### src/rtl/xor_frame_parity.sv
// xor_frame_parity
// Accumulates a running bitwise XOR over a frame of WIDTH-bit words that
// arrive on a valid/ready stream. When the last beat of a frame is accepted,
// the block latches the frame parity, its single-bit reduction, the saturating
// beat count and an overflow flag. It holds them on the output handshake until
// the consumer takes them.
//
// Handshake semantics (both ports):
//   A beat or result moves on a rising clock edge where valid and ready are
//   both high. A source that raises valid keeps valid and its payload stable
//   until that edge. Ready may be high before valid arrives. in_ready is high
//   only while accumulating. out_valid is high only while a result is held.
//   The two ports are never open at the same time, so consecutive frames are
//   always separated by at least one result cycle.
module xor_frame_parity #(
    parameter int WIDTH   = 8,
    parameter int MAX_LEN = 16,
    localparam int CW     = $clog2(MAX_LEN + 1)
) (
    input  logic             clk,
    input  logic             rst,
    input  logic             in_valid,
    output logic             in_ready,
    input  logic [WIDTH-1:0] in_data,
    input  logic             in_last,
    output logic             out_valid,
    input  logic             out_ready,
    output logic [WIDTH-1:0] out_parity,
    output logic             out_bit,
    output logic [CW-1:0]    out_count,
    output logic             out_overflow,
    output logic             dbg_state_o
);

    typedef enum logic {
        ST_ACC  = 1'b0,
        ST_DONE = 1'b1
    } state_t;

    localparam logic [CW-1:0] CNT_MAX = CW'(MAX_LEN);

    state_t           state_q, state_d;
    logic [WIDTH-1:0] acc_q, acc_d;
    logic [CW-1:0]    cnt_q, cnt_d;
    logic             ovf_q, ovf_d;
    logic [WIDTH-1:0] res_parity_q, res_parity_d;
    logic             res_bit_q, res_bit_d;
    logic [CW-1:0]    res_count_q, res_count_d;
    logic             res_ovf_q, res_ovf_d;

    logic             in_xfer;
    logic             out_xfer;
    logic [WIDTH-1:0] acc_upd;
    logic [CW-1:0]    cnt_upd;
    logic             ovf_upd;

    assign in_ready     = (state_q == ST_ACC);
    assign out_valid    = (state_q == ST_DONE);
    assign in_xfer      = in_valid & in_ready;
    assign out_xfer     = out_valid & out_ready;

    assign out_parity   = res_parity_q;
    assign out_bit      = res_bit_q;
    assign out_count    = res_count_q;
    assign out_overflow = res_ovf_q;
    assign dbg_state_o  = state_q;

    // Accumulator values after the beat on in_data is folded in. The count
    // saturates at MAX_LEN; a beat that arrives at saturation marks overflow.
    always_comb begin
        acc_upd = acc_q ^ in_data;
        cnt_upd = cnt_q;
        ovf_upd = ovf_q;
        if (cnt_q == CNT_MAX) begin
            ovf_upd = 1'b1;
        end else begin
            cnt_upd = cnt_q + CW'(1);
        end
    end

    // Next state: fold accepted beats, latch the result on the last beat,
    // release it on the output handshake.
    always_comb begin
        state_d      = state_q;
        acc_d        = acc_q;
        cnt_d        = cnt_q;
        ovf_d        = ovf_q;
        res_parity_d = res_parity_q;
        res_bit_d    = res_bit_q;
        res_count_d  = res_count_q;
        res_ovf_d    = res_ovf_q;
        case (state_q)
            ST_ACC: begin
                if (in_xfer) begin
                    if (in_last) begin
                        res_parity_d = acc_upd;
                        res_bit_d    = ^acc_upd;
                        res_count_d  = cnt_upd;
                        res_ovf_d    = ovf_upd;
                        acc_d        = '0;
                        cnt_d        = '0;
                        ovf_d        = 1'b0;
                        state_d      = ST_DONE;
                    end else begin
                        acc_d = acc_upd;
                        cnt_d = cnt_upd;
                        ovf_d = ovf_upd;
                    end
                end
            end
            ST_DONE: begin
                if (out_xfer) begin
                    state_d = ST_ACC;
                end
            end
        endcase
    end

    // State and data registers. Reset wins over any same-cycle handshake and
    // discards both a partial frame and a held result.
    always_ff @(posedge clk) begin
        if (rst) begin
            state_q      <= ST_ACC;
            acc_q        <= '0;
            cnt_q        <= '0;
            ovf_q        <= 1'b0;
            res_parity_q <= '0;
            res_bit_q    <= 1'b0;
            res_count_q  <= '0;
            res_ovf_q    <= 1'b0;
        end else begin
            state_q      <= state_d;
            acc_q        <= acc_d;
            cnt_q        <= cnt_d;
            ovf_q        <= ovf_d;
            res_parity_q <= res_parity_d;
            res_bit_q    <= res_bit_d;
            res_count_q  <= res_count_d;
            res_ovf_q    <= res_ovf_d;
        end
    end

endmodule

### config.mk
export PLATFORM = sky130hd
export DESIGN_NAME = xor_frame_parity
export DESIGN_NICKNAME = d
export VERILOG_FILES = /design/src/rtl/xor_frame_parity.sv
export SDC_FILE = /design/constraint.sdc
export NUM_CORES = 1
export LEC_CHECK = 0
export BUFFER_PORTS_ARGS = -buffer_cell sky130_fd_sc_hd__buf_4
export CELL_PAD_IN_SITES_DETAIL_PLACEMENT = 0
export CELL_PAD_IN_SITES_GLOBAL_PLACEMENT = 1
export CORE_ASPECT_RATIO = 0.8
export CORE_MARGIN = 2
export CORE_UTILIZATION = 39
export DETAILED_ROUTE_END_ITERATION = 12
export PLACE_DENSITY_LB_ADDON = 0.12
export SYNTH_ARGS = -nofsm -noshare
export SYNTH_HDL_FRONTEND = slang
export SYNTH_SLANG_ARGS = --single-unit
### constraint.sdc
create_clock -name clk -period 1.7 [get_ports clk]
set_input_delay 0.255 -clock clk [delete_from_list [all_inputs] [get_ports clk]]
set_output_delay 0.255 -clock clk [all_outputs]
set_load 0.01 [all_outputs]
==> results of run 1 <==
## kinds of logic (layout without fill, tap and decap cells)
family / after synthesis / after routing / synth area share
DFF: 30 / 30 / 0.4412
and+or+nand+nor: 59 / 59 / 0.2132
AOI/OAI and AO/OA: 36 / 36 / 0.1608
xor gates and xnor gates: 19 / 19 / 0.1278
buffers and inverters: 12 / 45 / 0.03860
adders and majority gates: 2 / 2 / 0.01838
## metal layers
layer / routed length [um] / GRT usage / part of all wire
met3: 207 / 0.05206 / 0.067
met1: 1564 / 0.2472 / 0.50
met2: 1268 / 0.2190 / 0.41
met5: 0 / 0 / 0
met4: 59 / 0.07418 / 0.019
## worst max path at each step
stage                     cells past startpoint        to
final                                         6  cnt_q[0]
after CTS                                     6  cnt_q[0]
after floorplan                               6  cnt_q[0]
after global routing                          6  cnt_q[0]
after global placement                        6  cnt_q[0]
after detailed placement                      6  cnt_q[0]
## cell type report
class	instances	share of cell area
Tap cell	42	0.02968
Multi-Input combinational cell	116	0.4000
Clock inverter	2	0.03392
Inverter	3	0.006360
Timing Repair Buffer	34	0.1442
Clock buffer	6	0.04664
Sequential cell	30	0.3392
## synth_stat cells
cell and instances:
nor2b_2 1, o21ai_0 9, xnor2_2 1, nand3b_1 9, buf_2 3, nor2_1 28
buf_4 1, and2_1 1, clkbuf_1 5, nand2_1 7, ha_1 2, a211oi_1 8
a22oi_1 3, and4bb_2 1, nand2b_1 2, nand3_1 2, a211oi_2 1, inv_1 3
xnor2_1 18, dfxtp_1 30, nor3_1 7, a21oi_1 14, nor2b_1 1, a311oi_1 1
## worst max-delay path, delay by kind of cell, from the launching register on
kind,cells,cell delay [ns]
DFF,1,0.37
AOI/OAI and AO/OA,1,0.22
adders and majority gates,1,0.17
and+or+nand+nor,3,0.55
buffers and inverters,1,0.06
## power by group
group,internal [uW],switching [uW]
Combinational,140,147
Clock,625,281
Sequential,738,22.0
## registers in the layout, indices dropped and copies added, names as in the netlist
| name | count |
|---|---|
| out_parity | 8 |
| ovf_q | 1 |
| acc_q | 8 |
| out_overflow | 1 |
| out_bit | 1 |
| dbg_state_o | 1 |
| out_count | 5 |
| cnt_q | 5 |
## metrics by stage
| stage | power [uW] | worst slack [ns] | cells | hold slack [ns] | utilization |
|---|---|---|---|---|---|
| floorplan | 955.4 | 0.2941 | 158 | 0.4189 | - |
| global placement | 1059 | 0.3189 | 225 | 0.4424 | 0.4822 |
| detailed placement | 1064 | 0.2579 | 225 | 0.4542 | 0.4822 |
| CTS | 1971 | 0.2441 | 233 | 0.2318 | 0.5245 |
| global route | 2033 | 0.1003 | 233 | 0.2403 | 0.5245 |
| finish | 1954 | 0.2440 | 233 | 0.2355 | 0.5245 |
==> run metrics, run 1 <==
commonest cells after routing, fill and taps aside buf_4, dfxtp_1, nor2_1; Worst Hold Launch out_ready; P_leak 0.0006770 uW; reg2reg path depth 6; root buf cell clkbuf_8; Syn Inst Count 158; Setup TNS 0 ns; maximum clock frequency 686.8 MHz; design area 1770 um2; multi-input combinational cell area 708.2 um2; Tcrit/Tclk final 0.8565; R2R setup slack 0.24 ns; DR iter-0 viols 80; starting density of the core 0.4033; Slew headroom 0.7758; Syn-to-layout area delta 30.06%; vias in the first global route 1032; Final Hold Viols 0; Hold Path End dbg_state_o; post-CTS setup buffer count 0; Hold Path Depth 3; dpl cell area 1628 um2; Synth Cell Area 1361 um2; # IOs 31; flops & latches, synth 30; Yosys top cell area share 0.4412; number of antenna violations at the first check in global routing 0; clk_skew 0.01243 ns; WP data required 1.89 ns; top fanout value on the critical path 6; status finished clean; First-pass DRT Iterations 4; CTS tree done; Die ar. 3982 um2; top cells by area, synth dfxtp_1, xnor2_1, nor2_1; fin. max-slew vios 0; VDD IR max 0.0006386 V; CP arrival 1.65 ns; Reg-to-Reg End cnt_q[0]; register area 600.6 um2; pin count of the biggest net entering global routing 31; core area 3376 um2; Die W 70.06 um; CP Cell Sequence inv_1, ha_1, and4bb_2, nor3_1, nor2_1, a311oi_1; measured slew at the worst slew-check pin 0.3339 ns; Crit path largest cell delay 0.37 ns; nets 205; gpl congestion 0.7321; diode count 0; later-pin clock latency in the skew report 0.29 ns; sequential share of the synthesized area 0.4412; CP max-delay cell dfxtp_1; Mapped Nets 173; WL final 3099 um; Routed WL per cell 13.30 um; post_cts resized 0; mean post-synth cell area 8.616 um2; row count 19; Max Cap Viol 0; DR vias/cell 5.064; port bufs 30; first-pass GRT wire length 5064 um; hold buffer count at CTS 0; DR DRC count 0; Synth area leader dfxtp_1; PD cells 1104 nW/um2; element type at the critical path end flop; via count 1180; Setup crit start kind flop; RSZ-0062 raised after global routing false; share of cells above drive strength 1 0.2408; most common cell after layout, fill and taps aside buf_4; post-route minimum period 1.456 ns; dpl hpwl 2182 um; Die H 56.85 um; total gr overflow 0; Tot GR Track Use 0.1674; RR Startpoint cnt_q[1]; final antenna-violating net count 0; beginning of the critical path cnt_q[1]; total CTS buffers 5; clk sinks 30; CP Class flop to flop; Finish-stage setup viols 0; synth unique cells 24; CTS max path bufs 2; Yosys Warn Count 0; clock transition at the registers of the reported paths 0.07 ns; HP Class primary input to flop; H-tree depth 2; final-layout fill cell count 329
No activity file was read; power rests on OpenSTA's default activity.
==> run 2, diff against run 1 <==
--- a/config.mk
+++ b/config.mk
@@ -13,6 +13,7 @@
 export CORE_UTILIZATION = 39
 export DETAILED_ROUTE_END_ITERATION = 12
 export PLACE_DENSITY_LB_ADDON = 0.12
+export SETUP_SLACK_MARGIN = 0.4
 export SYNTH_ARGS = -nofsm -noshare
 export SYNTH_HDL_FRONTEND = slang
 export SYNTH_SLANG_ARGS = --single-unit
==> run metrics, run 2 (same netlist as run 1, synthesis figures left out) <==
status finished clean; total design power 1678 uW; commonest cells after routing, fill and taps aside buf_4, nor2_1, dfxtp_1; CTS max path bufs 2; wire length on met1 1689 um; Final Core Density 0.5608; via count 1167; fin. max-slew vios 0; clock transition at the registers of the reported paths 0.06 ns; Die H 56.85 um; Tcrit/Tclk final 0.7358; final-layout fill cell count 324; CP Class flop to flop; pin count of the biggest net entering global routing 31; Syn-to-layout area delta 39.06%; CP Cell Sequence inv_4, ha_4, and4bb_4, nor3_4, nor2_1, a311oi_1; final antenna-violating net count 0; CP max-delay cell dfxtp_4; WP data required 1.88 ns; RSZ-0062 raised after global routing true; Routed WL per cell 13.65 um; vias in the first global route 1072; Max Cap Viol 0; clk sinks 30; H-tree depth 2; First-pass DRT Iterations 4; share of cells above drive strength 1 0.3557; met3 wire length 130 um; total gr overflow 0; row count 19; clk_skew 0.007025 ns; worst path bufs/invs 1; Inst Count DP 224; Final Hold Viols 0; later-pin clock latency in the skew report 0.27 ns; WL final 3222 um; nets 208; final cell count without fillers 236; Setup TNS 0 ns; DR DRC count 0; Die W 70.06 um; post-route minimum period 1.251 ns; top fanout value on the critical path 6; maximum clock frequency 799.5 MHz; P_leak 0.0007282 uW; measured slew at the worst slew-check pin 0.3261 ns; core area 3376 um2; DR iter-0 viols 64; # IOs 31; starting density of the core 0.4033; DR vias/cell 4.945; element type at the critical path end flop; Met2 Routed Length 1382 um; VDD IR max 0.0005251 V; PD cells 886.5 nW/um2; first-pass GRT wire length 5230 um; diode count 0; CP arrival 1.43 ns; Setup crit start kind flop; Tot GR Track Use 0.1676; HP Class primary input to flop; gpl congestion 0.7624; Slew headroom 0.7826; number of antenna violations at the first check in global routing 0; family with the most delay on the worst path simple AND/OR/NAND/NOR gates; root buf cell clkbuf_8; most common cell after layout, fill and taps aside buf_4; Finish-stage setup viols 0; top sig layer met4; Die ar. 3982 um2; CTS tree done; dpl hpwl 2104 um; port bufs 30; Crit path largest cell delay 0.38 ns; total CTS buffers 5
==> run 2: what timing repair did <==
action                     CTS  global route
hold buffers                 0             0
pin swaps                    1            13
setup buffers                0             3
setup endpoints to repair   18            20
gates resized for setup      8            17
gates cloned                 1             0
==> run 2: worst paths after layout <==
kind	startpoint	endpoint	slack, ns	cells after the start
hold / removal	out_ready	dbg_state_o	0.24	3
setup reg to reg	cnt_q[0]	cnt_q[0]	0.45	6
hold reg to reg	out_count[0]	out_count[0]	0.45	2
setup / recovery	cnt_q[0]	cnt_q[0]	0.45	6
==> run 2: final cells by class <==
cell class	count	area (um2)	area share
inverters	3	16.27	0.008592
repair buffers	37	310.3	0.1639
multi-input cells	116	805.8	0.4256
flip-flops and latches	30	613.1	0.3239
well taps	42	52.55	0.02776
clock inverters	2	12.51	0.006609
clock buffers	6	82.58	0.04362
==> run 2: metal layers <==
metal	vias to the layer above	GRT usage
met3	2	0.05386
met2	19	0.2422
met1	536	0.2378
met4	0	0.04945
met5	-	0
li1	610	-
==> run 2: tightest hold or removal path: cells and delay by family <==
kind	cells	cell delay, ns
AND/OR/NAND/NOR	1	0.09
AO/OA/AOI/OAI	1	0.06
buffers and inverters	1	0.07
==> run 2: metrics by stage <==
stage          worst slack [ns]  hold slack, ns  area, um2
6_report                 0.4492          0.2407       1893
5_1_grt                  0.3478          0.2464       1893
4_1_cts                  0.3996          0.2270       1795
3_5_place_dp             0.2770          0.4477       1633
3_3_place_gp             0.2566          0.4415       1633
2_1_floorplan            0.4028          0.4189       1374
==> run 2: where the power goes <==
group / internal, uW / leakage (uW) / switching (uW)
registers: 738 / 0.000248 / 28.2
logic: 173 / 0.000433 / 154
clock network: 325 / 0.0000472 / 260
==> run 3, diff against run 2 <==
--- a/config.mk
+++ b/config.mk
@@ -10,7 +10,7 @@
 export CELL_PAD_IN_SITES_GLOBAL_PLACEMENT = 1
 export CORE_ASPECT_RATIO = 0.8
 export CORE_MARGIN = 2
-export CORE_UTILIZATION = 39
+export CORE_UTILIZATION = 35
 export DETAILED_ROUTE_END_ITERATION = 12
 export PLACE_DENSITY_LB_ADDON = 0.12
 export SETUP_SLACK_MARGIN = 0.4
==> constraint.sdc (replaced) <==
create_clock -name clk -period 1 [get_ports clk]
set_input_delay 0.15 -clock clk [delete_from_list [all_inputs] [get_ports clk]]
set_output_delay 0.15 -clock clk [all_outputs]
set_load 0.01 [all_outputs]
==> run metrics, run 3 (same netlist as run 1, synthesis figures left out) <==
Tcrit/Tclk final 1.292; via count 1438; Worst Hold Launch out_ready; later-pin clock latency in the skew report 0.29 ns; Die ar. 4407 um2; WL final 4254 um; H-tree depth 2; post-route minimum period 1.292 ns; maximum clock frequency 773.8 MHz; multi-input combinational cell area 1105 um2; vias in the first global route 1327; dpl hpwl 2462 um; Syn-to-layout area delta 90.90%; DR iter-0 viols 88; clk sinks 30; HP Class primary input to flop; Final Core Density 0.6923; first-pass GRT wire length 6417 um; total CTS buffers 5; failing checks negative setup slack; DR vias/cell 5.117; Routed WL per cell 15.14 um; commonest cells after routing, fill and taps aside buf_4, buf_6, nor2_1; element type at the critical path end flop; nets 251; fin. max-slew vios 0; CP Class flop to flop; top fanout value on the critical path 5; row count 20; starting density of the core 0.3627; Hold Path End dbg_state_o; port bufs 30; Setup TNS -4.235 ns; reg2reg path depth 5; core area 3754 um2; R2R setup slack -0.29 ns; measured slew at the worst slew-check pin 0.3817 ns; Max Cap Viol 0; status finished with violations; Tot GR Track Use 0.1995; Setup crit start kind flop; RR Startpoint cnt_q[0]; clock transition at the registers of the reported paths 0.07 ns; pin count of the biggest net entering global routing 31; Reg-to-Reg End cnt_q[0]; Setup WS post-layout -0.2923 ns; WP data required 1.19 ns; First-pass DRT Iterations 4; CTS tree done; Finish-stage setup viols 32; dpl cell area 1997 um2; Hold Path Depth 3; root buf cell clkbuf_8; clk_skew 0.006129 ns; Slew headroom 0.7455; P_leak 0.001032 uW; CP arrival 1.48 ns; diode count 0; CTS max path bufs 2; share of cells above drive strength 1 0.6878; final-layout fill cell count 284; VDD IR max 0.0007693 V; DR DRC count 0; PD cells 1241 nW/um2; Die W 73.73 um; most common cell after layout, fill and taps aside buf_4; total design power 3224 uW; Die H 59.78 um; # IOs 31; design area 2599 um2; final antenna-violating net count 0; Final Hold Viols 0; register area 636.9 um2; number of antenna violations at the first check in global routing 0; gpl congestion 0.7222; total gr overflow 0; RSZ-0062 raised after global routing true
## run 3: stage by stage
step	std cells	worst slack [ns]	hold slack [ns]
3_5_place_dp	259	-0.3951	0.4247
3_3_place_gp	259	-0.3225	0.4116
5_1_grt	281	-0.3219	0.1403
4_1_cts	278	-0.2900	0.1158
6_report	281	-0.2923	0.1134
2_1_floorplan	158	-0.2967	0.3048
## run 3: layout make-up
| type | count | area share |
|---|---|---|
| Inverter | 3 | 0.005296 |
| Clock inverter | 2 | 0.004815 |
| Tap cell | 44 | 0.02118 |
| Sequential cell | 30 | 0.2451 |
| Multi-Input combinational cell | 120 | 0.4251 |
| Clock buffer | 6 | 0.03178 |
| Timing Repair Buffer | 76 | 0.2667 |
## run 3: worst max path at each step
stage	from	to	slack [ns]
final	cnt_q[0]	cnt_q[0]	-0.29
after CTS	cnt_q[0]	cnt_q[0]	-0.29
after global placement	cnt_q[0]	cnt_q[0]	-0.32
after floorplan	cnt_q[0]	cnt_q[0]	-0.30
after detailed placement	cnt_q[0]	cnt_q[0]	-0.40
after global routing	cnt_q[0]	cnt_q[4]	-0.32
## run 3: where the power goes
part / internal, uW / switching (uW)
Sequential: 1260 / 50.9
Combinational: 493 / 382
Clock: 552 / 482
## run 3: routing by layer
layer	routed length (um)	vias up	global-route usage
met5	0	-	0
met2	2064	40	0.3010
met3	242	6	0.05734
li1	-	703	-
met4	70	0	0.08052
met1	1877	689	0.2687
## run 3: critical path, stage by stage, from the launching register on
cell	delay, ns
dfxtp_4	0.34
inv_2	0.07
ha_4	0.12
and4bb_4	0.34
nand2b_4	0.07
a311oi_2	0.26
## run 3: what timing repair did
action                                  CTS  global route
endpoints found under the setup margin   48            48
hold buffers                              0             0
buffers inserted                          7             3
gates resized for setup                  67            24
cloned                                    4             0
pin swaps                                25            20
